### config.mk
export PLATFORM = sky130hd
export DESIGN_NAME = seq_detect_param
export DESIGN_NICKNAME = d
export VERILOG_FILES = /design/src/rtl/seq_detect_pkg.sv /design/src/rtl/seq_match_counter.sv /design/src/rtl/seq_detect_param.sv
export SDC_FILE = /design/constraint.sdc
export NUM_CORES = 1
export LEC_CHECK = 0
export ABC_AREA = 0
export CELL_PAD_IN_SITES_DETAIL_PLACEMENT = 0
export CELL_PAD_IN_SITES_GLOBAL_PLACEMENT = 1
export CORE_MARGIN = 2
export CORE_UTILIZATION = 32
export DETAILED_ROUTE_END_ITERATION = 8
export PLACE_DENSITY_LB_ADDON = 0.15
export SYNTH_ARGS = -nofsm -noshare
export SYNTH_HDL_FRONTEND = slang
export SYNTH_SLANG_ARGS = --single-unit
### constraint.sdc
create_clock -name clk -period 1.7 [get_ports clk]
set_input_delay 0.51 -clock clk [delete_from_list [all_inputs] [get_ports clk]]
set_output_delay 0.51 -clock clk [all_outputs]
set_load 0.01 [all_outputs]
### src/rtl/seq_detect_pkg.sv
// Shared elaboration-time helpers for the parameterised serial pattern detector.
//
// Purpose:
//   Holds the constant functions used to build the detector's transition
//   table when the design is elaborated. Nothing here produces run-time
//   logic by itself.
//
// Contents:
//   MAX_N        - widest pattern supported (16 bits)
//   state_width  - bits needed to binary-encode states S0..SN
//   border_len   - longest proper border of the pattern
//   kmp_next     - KMP successor state of Sk on a received bit
//   next_state   - full successor, including match-state and illegal codes
package seq_detect_pkg;

    localparam int MAX_N   = 16;
    localparam int PIDX_W  = $clog2(MAX_N);
    localparam int SIDX_W  = $clog2(MAX_N + 1);

    // Bits needed to encode states S0..SN as a plain binary index.
    function automatic int state_width(input int n);
        return (n < 1) ? 1 : $clog2(n + 1);
    endfunction

    // Longest j < n such that the first j received pattern bits equal the
    // last j pattern bits. The pattern is stored MSB-first in [n-1:0].
    function automatic int border_len(input logic [MAX_N-1:0] pattern,
                                      input int n);
        int   best;
        logic ok;
        best = 0;
        for (int j = 1; j < n; j++) begin
            ok = 1'b1;
            for (int t = 0; t < j; t++) begin
                if (pattern[PIDX_W'(n-1-t)] != pattern[PIDX_W'(j-1-t)])
                    ok = 1'b0;
            end
            if (ok)
                best = j;
        end
        return best;
    endfunction

    // From Sk (k < n), having matched the first k pattern bits, receive bit b.
    // The result is the length of the longest suffix of (prefix_k, b) that is
    // also a pattern prefix. A full extension yields k+1, so the forward step
    // and the KMP fallback come out of the same search.
    function automatic int kmp_next(input logic [MAX_N-1:0] pattern,
                                    input int n,
                                    input int k,
                                    input logic b);
        logic [MAX_N:0] seq;
        int             best;
        logic           ok;
        seq = '0;
        for (int i = 0; i < k; i++)
            seq[SIDX_W'(i)] = pattern[PIDX_W'(n-1-i)];
        seq[SIDX_W'(k)] = b;
        best = 0;
        for (int j = 1; j <= k + 1; j++) begin
            if (j <= n) begin
                ok = 1'b1;
                for (int t = 0; t < j; t++) begin
                    if (seq[SIDX_W'(k+1-j+t)] != pattern[PIDX_W'(n-1-t)])
                        ok = 1'b0;
                end
                if (ok)
                    best = j;
            end
        end
        return best;
    endfunction

    // Complete successor function for any state code. The match state restarts
    // from S0 (non-overlapping) or from the pattern border (overlapping);
    // codes beyond SN fall back to S0.
    function automatic int next_state(input logic [MAX_N-1:0] pattern,
                                      input int n,
                                      input int overlap,
                                      input int k,
                                      input logic b);
        int start;
        if (k > n)
            return 0;
        if (k == n)
            start = (overlap != 0) ? border_len(pattern, n) : 0;
        else
            start = k;
        return kmp_next(pattern, n, start, b);
    endfunction

endpackage

### src/rtl/seq_match_counter.sv
// Saturating match counter for the serial pattern detector.
//
// Purpose:
//   Counts match events, sticks at its all-ones value instead of wrapping,
//   and can be cleared without touching anything else.
//
// Ports:
//   clk   - clock, all updates on the rising edge
//   rst   - synchronous active-high reset, clears the count
//   inc   - add one this edge (ignored once saturated)
//   clr   - synchronous clear, wins over a simultaneous inc
//   count - current count, CNT_W bits
module seq_match_counter #(
    parameter int CNT_W = 8
) (
    input  logic             clk,
    input  logic             rst,
    input  logic             inc,
    input  logic             clr,
    output logic [CNT_W-1:0] count
);

    localparam logic [CNT_W-1:0] CNT_MAX = '1;

    // Clear beats increment; the count freezes at CNT_MAX.
    always_ff @(posedge clk) begin
        if (rst)
            count <= '0;
        else if (clr)
            count <= '0;
        else if (inc && (count != CNT_MAX))
            count <= count + 1'b1;
    end

endmodule

### src/rtl/seq_detect_param.sv
// Parameterised serial pattern detector (Moore FSM) with a match counter.
//
// Purpose:
//   Watches a qualified serial bit stream for an N-bit pattern, received
//   MSB first. States S0..SN record how many leading pattern bits currently
//   line up with the tail of the stream. SN is the match state. The
//   transition table is built at elaboration with KMP fallback, so partial
//   progress is never lost unnecessarily.
//
// Parameters:
//   N        - pattern length, 2..16
//   PATTERN  - N-bit pattern, MSB received first
//   OVERLAP  - 0: restart after a match, 1: reuse the pattern border
//   CNT_W    - width of match_count
//
// Ports:
//   clk          - clock
//   rst          - synchronous active-high reset
//   data         - serial bit under test
//   valid        - data is consumed only on edges where valid is high
//   count_clr    - synchronous clear of match_count only
//   generated    - registered flag, high while the FSM sits in SN
//   match_count  - saturating number of entries into SN since reset
module seq_detect_param
    import seq_detect_pkg::*;
#(
    parameter int           N       = 3,
    parameter logic [N-1:0] PATTERN = 3'b101,
    parameter int           OVERLAP = 0,
    parameter int           CNT_W   = 8
) (
    input  logic             clk,
    input  logic             rst,
    input  logic             data,
    input  logic             valid,
    input  logic             count_clr,
    output logic             generated,
    output logic [CNT_W-1:0] match_count
);

    localparam int               SW        = state_width(N);
    localparam int               NUM_CODES = 1 << SW;
    localparam logic [MAX_N-1:0] PAT_EXT   = MAX_N'(PATTERN);
    localparam logic [SW-1:0]    S_IDLE    = '0;
    localparam logic [SW-1:0]    S_MATCH   = SW'(N);

    if ((N < 2) || (N > MAX_N)) begin : g_bad_n
        $error("seq_detect_param: N must lie in 2..16");
    end

    logic [SW-1:0] state;
    logic [SW-1:0] nxt;
    logic          state_legal;
    logic          enter_match;
    logic [SW-1:0] next_on0 [NUM_CODES];
    logic [SW-1:0] next_on1 [NUM_CODES];

    // Transition table, one entry per possible state code and input bit.
    // Every entry is an elaboration-time constant; unused codes map to S0.
    for (genvar k = 0; k < NUM_CODES; k++) begin : g_table
        localparam int NXT0 = next_state(PAT_EXT, N, OVERLAP, k, 1'b0);
        localparam int NXT1 = next_state(PAT_EXT, N, OVERLAP, k, 1'b1);
        assign next_on0[k] = SW'(NXT0);
        assign next_on1[k] = SW'(NXT1);
    end

    // Codes above SN only exist when N+1 is not a power of two.
    if (NUM_CODES > N + 1) begin : g_legal_chk
        assign state_legal = (state <= S_MATCH);
    end else begin : g_legal_all
        assign state_legal = 1'b1;
    end

    // Successor for the bit on the wire, and whether this edge lands in SN.
    // Illegal codes already map to S0, so they can never claim a match.
    always_comb begin
        nxt         = S_IDLE;
        enter_match = 1'b0;
        nxt         = data ? next_on1[state] : next_on0[state];
        enter_match = valid && (nxt == S_MATCH);
    end

    // State register. generated is registered alongside it from the same
    // next value, so it tracks state==SN with no path from data. An illegal
    // code recovers to S0 even on a stalled edge.
    always_ff @(posedge clk) begin
        if (rst) begin
            state     <= S_IDLE;
            generated <= 1'b0;
        end else if (!state_legal) begin
            state     <= S_IDLE;
            generated <= 1'b0;
        end else if (valid) begin
            state     <= nxt;
            generated <= (nxt == S_MATCH);
        end
    end

    seq_match_counter #(
        .CNT_W (CNT_W)
    ) u_counter (
        .clk   (clk),
        .rst   (rst),
        .inc   (enter_match),
        .clr   (count_clr),
        .count (match_count)
    );

endmodule

# [After elaboration in Yosys (flattened, before gate mapping)]
# Index checks and enable logic that the tools add are counted.
[op_classes] n_addsub=1 order_cmp=1 eq_ne=2 muxes=7 bitwise=1 n_reduce_logical=3
[ops] operator="$mux 2" count=5
[ops] operator="$add 8x1->8 const B" count=1
[ops] operator="$bmux 2 s2" count=2
[ops] operator="$ne 8x8->1 const B" count=1
[ops] operator="$ge 3x3->1 const B" count=1
[ops] operator="$not 2->3" count=1
[ops] operator="$eq 2x2->1 const B" count=1
[ops] operator="$logic_and 1x1->1" count=2
[ops] operator="$reduce_or 2->1" count=1
[totals] regBits=11 inputBits=5 out_inout_bits=9 word_cells=18

# [Depth between registers and ports, before layout]
[depth] depth_word=8 ltp_mapped=5 mapped_depth_nobuf=5

# [Modules after synthesis]
# Synthesis repeated with hierarchy kept, for this count alone.
[hier_totals] cells_unflattened=61 hier_area_um2=556.8
[modules_own_cells] mod="seq_match_counter" instances=1 cells_per_inst=47 area_per_inst_um2=435.4 seq_area_each_um2=160.2
[modules_own_cells] mod="seq_detect_param" instances=1 cells_per_inst=14 area_per_inst_um2=121.4 seq_area_each_um2=60.1

# [Worst setup path after synthesis]
# Ideal clock, no wire load.
[synth_timing] kind="input-to-reg" start="input port valid" end="register u_counter.count[5]" setup_time_ps=70 arrival_time_ps=1364 required_ps=1630 setup_slack_ps=266 cell_stages=5 n_path_buf=1 cell_sequence="and4b_1 buf_4 o211ai_4 or3_1 a21oi_1"
[synth_between] elab_chain_cells=2
[synth_rtl] element="start: declaration" line_no="seq_detect_param.sv:35" rtl="input logic valid,"
[synth_rtl] element="$logic_and 1x1->1" line_no="seq_detect_param.sv:80" rtl="enter_match = valid && (nxt == S_MATCH);"
[synth_rtl] element="$logic_and 1x1->1" line_no="seq_match_counter.sv:31" rtl="else if (inc && (count != CNT_MAX))"
[synth_rtl] element="end signal: assignment" line_no="seq_match_counter.sv:32" rtl="count <= count + 1'b1;"
[synth_rtl] element="end: declaration" line_no="seq_match_counter.sv:20" rtl="output logic [CNT_W-1:0] count"
# Every way passes these cells.
# A chain may end at the register's enable or synchronous reset.

# [Final worst setup path]
[layout_timing] start="input port valid" end="register u_counter.count[7]"
# The elaborated chain is that of the path after synthesis.

==> metrics.log <==
[metrics] number of buffer and inverter instances along the worst setup path: 1
[metrics] max_slew headroom: 82.0%
[metrics] Setup Crit Path Kind: in2reg
[metrics] max cap viols: 0
[metrics] final hold violations: 0
[metrics] minimum period implied by the final worst setup slack: 1.64 ns
[metrics] end of the critical path: u_counter.count[7]
[metrics] most used standard cell by instance count after synthesis: sky130_fd_sc_hd__dfxtp_1
[metrics] transition time at the pin with the least slew margin: 0.269 ns
[metrics] via-per-instance ratio: 5.04
[metrics] distinct cell type count of the synthesized netlist: 22
[metrics] Die W: 43.7 um
[metrics] cells along the critical path: clkdlybuf4s50_1 > and4b_1 > o211ai_4 > or3_1 > a21oi_1
[metrics] remaining antenna violation count: 0
[metrics] Clock Skews: 0.00767 ns
[metrics] Worst R2R Path Depth: 6
[metrics] CP Launch Type: input port
[metrics] final WL: 996 um
[metrics] Clock transition at path regs: 0.07 ns
[metrics] required time of the critical path: 1.91 ns
[metrics] outcome: finished, final reports clean
[metrics] number of enable-type register cells in the synthesized netlist: 0
[metrics] final period utilization: 96.5%
[metrics] Worst Setup SP: valid
[metrics] pre-CTS WS: -0.215 ns
[metrics] crit path max fanout: 4
[metrics] TritonCTS clock tree: yes
[metrics] critical path depth: 5
[metrics] clock net sink count: 11
[metrics] IR Drop Worst-Case VDD: 0.313 mV
[metrics] Critical-path top delay cell: sky130_fd_sc_hd__clkdlybuf4s50_1
[metrics] number of H-tree levels: 1
[metrics] sequential element share of the synthesized area: 43.6%
[metrics] initial core utilization: 33.9%
[metrics] global-route congestion overflow total: 0
[metrics] Setup Fix Bufs, Post-CTS: 0
[metrics] CTS hold repair buffers: 0
[metrics] TNS Setup: 0 ns
[metrics] Clock Latency Late Sink: 0.27 ns
[metrics] Reg2Reg Launch Point: u_counter.count[0]
[metrics] Max Slew Vio Count: 0
[metrics] synthesized area divided by synthesized cell count: 9.03 um^2
[metrics] path category of the worst min-delay check: reg2reg
[metrics] antenna fix cells: 0
[metrics] Netlist Area Pre-Place: 505 um^2
[metrics] area of the die: 1910 um^2
[metrics] RSZ-0062 raised after global routing: no
[metrics] area leader, netlist: sky130_fd_sc_hd__dfxtp_1
[metrics] final-report setup violation count: 0
[metrics] kind of end point of the critical path: flip-flop
[metrics] Detailed Route Iter0 Violations: 7
[metrics] fraction of layout instances using a drive strength above 1: 16.7%
[metrics] largest cells by area after synthesis: sky130_fd_sc_hd__dfxtp_1 44%, sky130_fd_sc_hd__xor2_1 8.7%, sky130_fd_sc_hd__nor2_1 6.7%, sky130_fd_sc_hd__o211ai_4 4.2%, sky130_fd_sc_hd__a21oi_1 4.0%
[metrics] placed wire-length estimate: 750 um
[metrics] power density over cell area: 651 nW/um^2
[metrics] Largest delay share family, worst path: simple AND/OR/NAND/NOR gates
[metrics] worst r2r dst: u_counter.count[3]
[metrics] Buffers on Ports: 13
[metrics] worst reg2reg setup slack: 0.25 ns
[metrics] GR Util All Layers: 12.8%
[metrics] TritonCTS Buffers: 3
[metrics] drc violations: 0
[metrics] number of core rows: 14
[metrics] #FFs+latches synth: 11
[metrics] gate count after technology mapping: 56
[metrics] Pre-antenna DRT Iters: 2
[metrics] buffer type at the clock tree root: sky130_fd_sc_hd__clkbuf_4
[metrics] wire length of the first global-routing pass: 1710 um
[metrics] leakage component of the power: 0.000336 uW
[metrics] share of synthesized registers carrying an async set or reset: 0%
[metrics] Core Area: 1490 um^2
[metrics] ports placed on the boundary: 14
[metrics] Layout Nets: 85
[metrics] most instantiated flip-flop cell in the synthesis netlist: sky130_fd_sc_hd__dfxtp_1
[metrics] wire length per cell: 10.6 um
[metrics] setup ws final: 0.0592 ns
[metrics] gp weighted congestion: 0.675
[metrics] maximum number of buffers from clock root to sink: 2
[metrics] via count of the first global-routing pass: 418
[metrics] arrival time of the worst setup path: 1.85 ns
[metrics] Area Growth Syn to Fin: 42.1%
[metrics] Commonest cells post-synth: 11 x sky130_fd_sc_hd__dfxtp_1, 9 x sky130_fd_sc_hd__nor2_1, 5 x sky130_fd_sc_hd__xor2_1
[metrics] Die Height: 43.7 um
[metrics] portion of synthesized cell area occupied by the leading cell type: 43.6%
[metrics] Synth Net Count: 62
[metrics] Yosys warning count: 0
[metrics] pin count of the biggest net entering global routing: 9
[metrics] FILL cells: 155
[metrics] number of antenna violations at the first check in global routing: 0
[metrics] achievable clock frequency: 0.609 GHz
[metrics] Hold WS: 0.494 ns
[metrics] biggest cell delay along the critical path: 0.47 ns
[metrics] via count: 474
## stage by stage
stage          instances  power (uW)  instance area, um^2  util [%]
2_1_floorplan         56         277                  505         -
3_3_place_gp          90         295                  697      46.8
3_5_place_dp          90         296                  697      46.8
4_1_cts               94         480                  716      48.1
5_1_grt               94         499                  718      48.2
6_report              94         468                  718      48.2
## power by group
| group | switching, uW | internal (uW) | total, uW |
|---|---|---|---|
| Clock | 87.9 | 90.9 | 179 |
| Sequential | 1.64 | 260 | 261 |
| Combinational | 10.6 | 17.3 | 27.9 |
## repair_timing
action                                  CTS  global route
endpoints found under the hold margin     0             0
gates resized for setup                   8             1
endpoints found under the setup margin    7             1
## cell type report
| cell class | count | area, um^2 | area share, % |
|---|---|---|---|
| flip-flops and latches | 11 | 221 | 30.8 |
| repair buffers | 20 | 176 | 24.6 |
| clock buffers | 4 | 26.3 | 3.66 |
| well taps | 16 | 20.0 | 2.79 |
| inverters | 2 | 7.51 | 1.05 |
| multi-input cells | 41 | 267 | 37.1 |
## per-layer routing
layer | global-route usage [%] | wire (um) | up-vias | part of all wire, %
met3 | 6.67 | 64 | 2 | 6.4
li1 | - | - | 243 | -
met1 | 12.6 | 417 | 216 | 42
met5 | 0 | 0 | - | 0
met4 | 7.27 | 9 | 0 | 0.90
met2 | 21.2 | 503 | 13 | 51
## how the worst min path moves through the flow
stage / slack [ns] / start / end / depth (start not counted)
after floorplan: 0.47 / state[1] / state[1] / 2
after global placement: 0.49 / generated / generated / 2
after detailed placement: 0.48 / generated / generated / 2
after CTS: 0.50 / generated / generated / 2
after global routing: 0.54 / generated / generated / 2
final: 0.49 / generated / generated / 2
## placed cells by master (no fill, tap or decap)
master,Yosys,layout
sky130_fd_sc_hd__dfxtp_2,0,1
sky130_fd_sc_hd__or3_1,2,2
sky130_fd_sc_hd__dlymetal6s2s_1,0,1
sky130_fd_sc_hd__o211ai_4,1,1
sky130_fd_sc_hd__and4b_1,1,1
sky130_fd_sc_hd__o211ai_1,1,1
sky130_fd_sc_hd__and2_1,1,1
sky130_fd_sc_hd__mux2i_1,2,2
sky130_fd_sc_hd__clkbuf_1,0,1
sky130_fd_sc_hd__xor2_1,5,5
sky130_fd_sc_hd__nand2_1,1,1
sky130_fd_sc_hd__and3_1,2,2
sky130_fd_sc_hd__dfxtp_1,11,10
sky130_fd_sc_hd__inv_1,2,2
sky130_fd_sc_hd__nor4b_1,1,1
sky130_fd_sc_hd__o21ai_0,1,1
sky130_fd_sc_hd__clkdlybuf4s50_1,0,5
sky130_fd_sc_hd__nand4_1,2,2
sky130_fd_sc_hd__o21ai_1,3,3
sky130_fd_sc_hd__dlygate4sd2_1,0,7
sky130_fd_sc_hd__buf_4,1,7
sky130_fd_sc_hd__a21oi_1,4,4
sky130_fd_sc_hd__nand3_1,3,3
sky130_fd_sc_hd__ha_1,1,1
sky130_fd_sc_hd__or2_2,1,1
sky130_fd_sc_hd__nor2_1,9,9
sky130_fd_sc_hd__clkbuf_4,0,3
## tightest hold or removal path, stage by stage, from the launching register on
cell and delay [ns]:
sky130_fd_sc_hd__dfxtp_1 0.33, sky130_fd_sc_hd__a21oi_1 0.06, sky130_fd_sc_hd__nor2_1 0.07
## sequential cells by signal (all words and copies together) (netlist names)
| name | cells |
|---|---|
| u_counter.count | 8 |
| state | 2 |
| generated | 1 |
## logic make-up after synthesis
group                      share of synthesized area, %
buffers and inverters                              3.71
adders and majority gates                          2.47
xor gates and xnor gates                           8.66
DFF                                                43.6
AOI/OAI and AO/OA                                  13.6
muxes                                              3.96
and+or+nand+nor                                    24.0
Power figures use the tool's default switching activity.
==> variant (same flow settings) <==
`CNT_W` is set to 8 in 2 places; all go to 6.
--- a/src/rtl/seq_match_counter.sv
+++ b/src/rtl/seq_match_counter.sv
@@ -13,3 +13,3 @@
 module seq_match_counter #(
-    parameter int CNT_W = 8
+    parameter int CNT_W = 6
 ) (
--- a/src/rtl/seq_detect_param.sv
+++ b/src/rtl/seq_detect_param.sv
@@ -29,3 +29,3 @@
     parameter int           OVERLAP = 0,
-    parameter int           CNT_W   = 8
+    parameter int           CNT_W   = 6
 ) (
Interface: changed (resized match_count); port bits go from 14 to 12. No check against the original RTL was run, so the function may have changed too.
==> variant against the original RTL <==
  * Maximum frequency is 0.28% higher
  * Area after synthesis is 13% lower
  * Setup slack gained 0.0046 ns
  * Sequential cell count decreased by 2
  * Non-clock buffer count is 3 lower
  * Design area is 11% lower
  * Highest routed layer is now met3
  * Routed wire length fell by 9.3%
  * Total power is 12% lower
==> variant: results (changes against the original RTL) <==
The via count of the first global-routing pass is 355 (-15%), and the synthesized-area fraction occupied by ao, oa, aoi and oai cells is 0.201 (+0.0650). Ranked by instance count, the synthesized netlist is headed by 9 x sky130_fd_sc_hd__dfxtp_1, 4 x sky130_fd_sc_hd__a211oi_1, 4 x sky130_fd_sc_hd__nand2_1. The worst stage delay on the critical path was 0.54 ns (+0.07 ns). The logs give 697 um (-7.1%) for the half-perimeter wire length of the detailed placement result and 1.13 ns (-0.72 ns) for the arrival time reported for the critical path endpoint. Number of CTS-inserted buffers: 3 (unchanged).

The placement-stage cell area is 611 um^2 (-12%), and the number of nets in the final layout is 76 (-11%). The slew at the pin closest to its max-slew limit was 0.289 ns (+0.0202 ns). For the combined global-route utilization of all metal layers, the log shows 0.134 (+0.00681). The largest registers in the layout are u_counter.count x6, state x2, generated x1.

The tools report the number of gates given a new drive strength after cts as 4 (-4). The xor and xnor area share after synthesis was 0 (-0.0866); the global placement routability congestion was 0.663 (-1.8%). The maximum number of pins on one net before global-route repair was 8 (-1). In this run the most critical hold path is launched from u_counter.count[5]. The post-synthesis mux area share was 0.0680 (+0.0284); the first-pass GRT wire length was 1.39 mm (-19%). For this run, the leading register cell type out of synthesis is sky130_fd_sc_hd__dfxtp_1.

The final clock skew was 0.00218 ns (-0.00548 ns). The number of iterations in the first detailed-routing pass was 4 (+2). The run finished with clean final reports.

The share of post-route cells with drive strength above 1 is 0.159 (-0.00725), and the number of buffer cells added on primary ports is 11 (-2). The tools report the number of distinct standard cells referenced by the synthesized netlist as 25 (+14%). By area the synthesized netlist is led by sky130_fd_sc_hd__dfxtp_1 41%, sky130_fd_sc_hd__mux2i_1 6.8%, sky130_fd_sc_hd__a211oi_1 6.8%. The share of synthesized cell area in full adder, half adder and majority cells is 0.0283 (+0.00358), and the placement-stage worst setup slack is -0.144 ns (+0.0710 ns). The maximum vdd drop is 0.000340 V (+8.9%), and the largest driver fanout on the critical path is 2 (-2). The top cell family by delay on the critical path was buffers and inverters. The total nets after synthesis came out at 55 (-11%). The tools report the start point of the critical path as u_counter.count[1]. The run gives 0.408 (-0.0277) as the part of the Yosys area used for sequential elements. The tools report the wire length after detailed routing as 903 um (-9.3%).
## variant: changes by cell type after synthesis, sizes merged, moves of 3 or more
cell and change:
xor2 -5, nand2 +3, o21ai -3, nor2 -6
a211oi +4
## variant: metal layers
metal,part of all wire,track usage,up-vias,wire length [um]
met2,0.44,0.184,16,393
li1,-,-,229,-
met5,0,0,-,0
met4,0,0.0484,0,0
met3,0.080,0.0815,0,72
met1,0.48,0.170,195,437
## variant: path summary, 6_finish.rpt
check	slack (ns)	cells after the start	endpoint
worst max-delay path	0.06	1	match_count[1]
worst min-delay path	0.50	1	u_counter.count[5]
worst max register to register	0.37	4	u_counter.count[0]
worst min register to register	0.50	1	u_counter.count[5]
## variant: final cells by class
cell class	instances	area [um^2]
Multi-Input combinational cell	37	249
Timing Repair Buffer	17	154
Inverter	2	7.51
Tap cell	15	18.8
Sequential cell	9	181
Clock buffer	4	26.3
Fill cell	140	664
## variant: cells by family (layout without fill, tap and decap cells)
| family | after synthesis | in the layout |
|---|---|---|
| AO/OA/AOI/OAI | 13 | 13 |
| adder cells (fa/ha/maj) | 1 | 1 |
| buffers and inverters | 3 | 23 |
| flip-flops | 9 | 9 |
| multiplexers | 3 | 3 |
| AND/OR/NAND/NOR | 20 | 20 |
## variant: per-stage QoR
step / cells / utilization / hold WS, ns
final: 84 / 0.489 / 0.498
after global routing: 84 / 0.489 / 0.530
after CTS: 84 / 0.488 / 0.500
after detailed placement: 80 / 0.469 / 0.493
after global placement: 80 / 0.469 / 0.473
after floorplan: 49 / - / 0.465
## variant: power by group
group | internal, W | leakage (nW) | switching, W
Combinational | 0.0000186 | 0.174 | 0.0000114
Sequential | 0.000213 | 0.0732 | 0.00000179
Clock | 0.0000906 | 0.0150 | 0.0000763
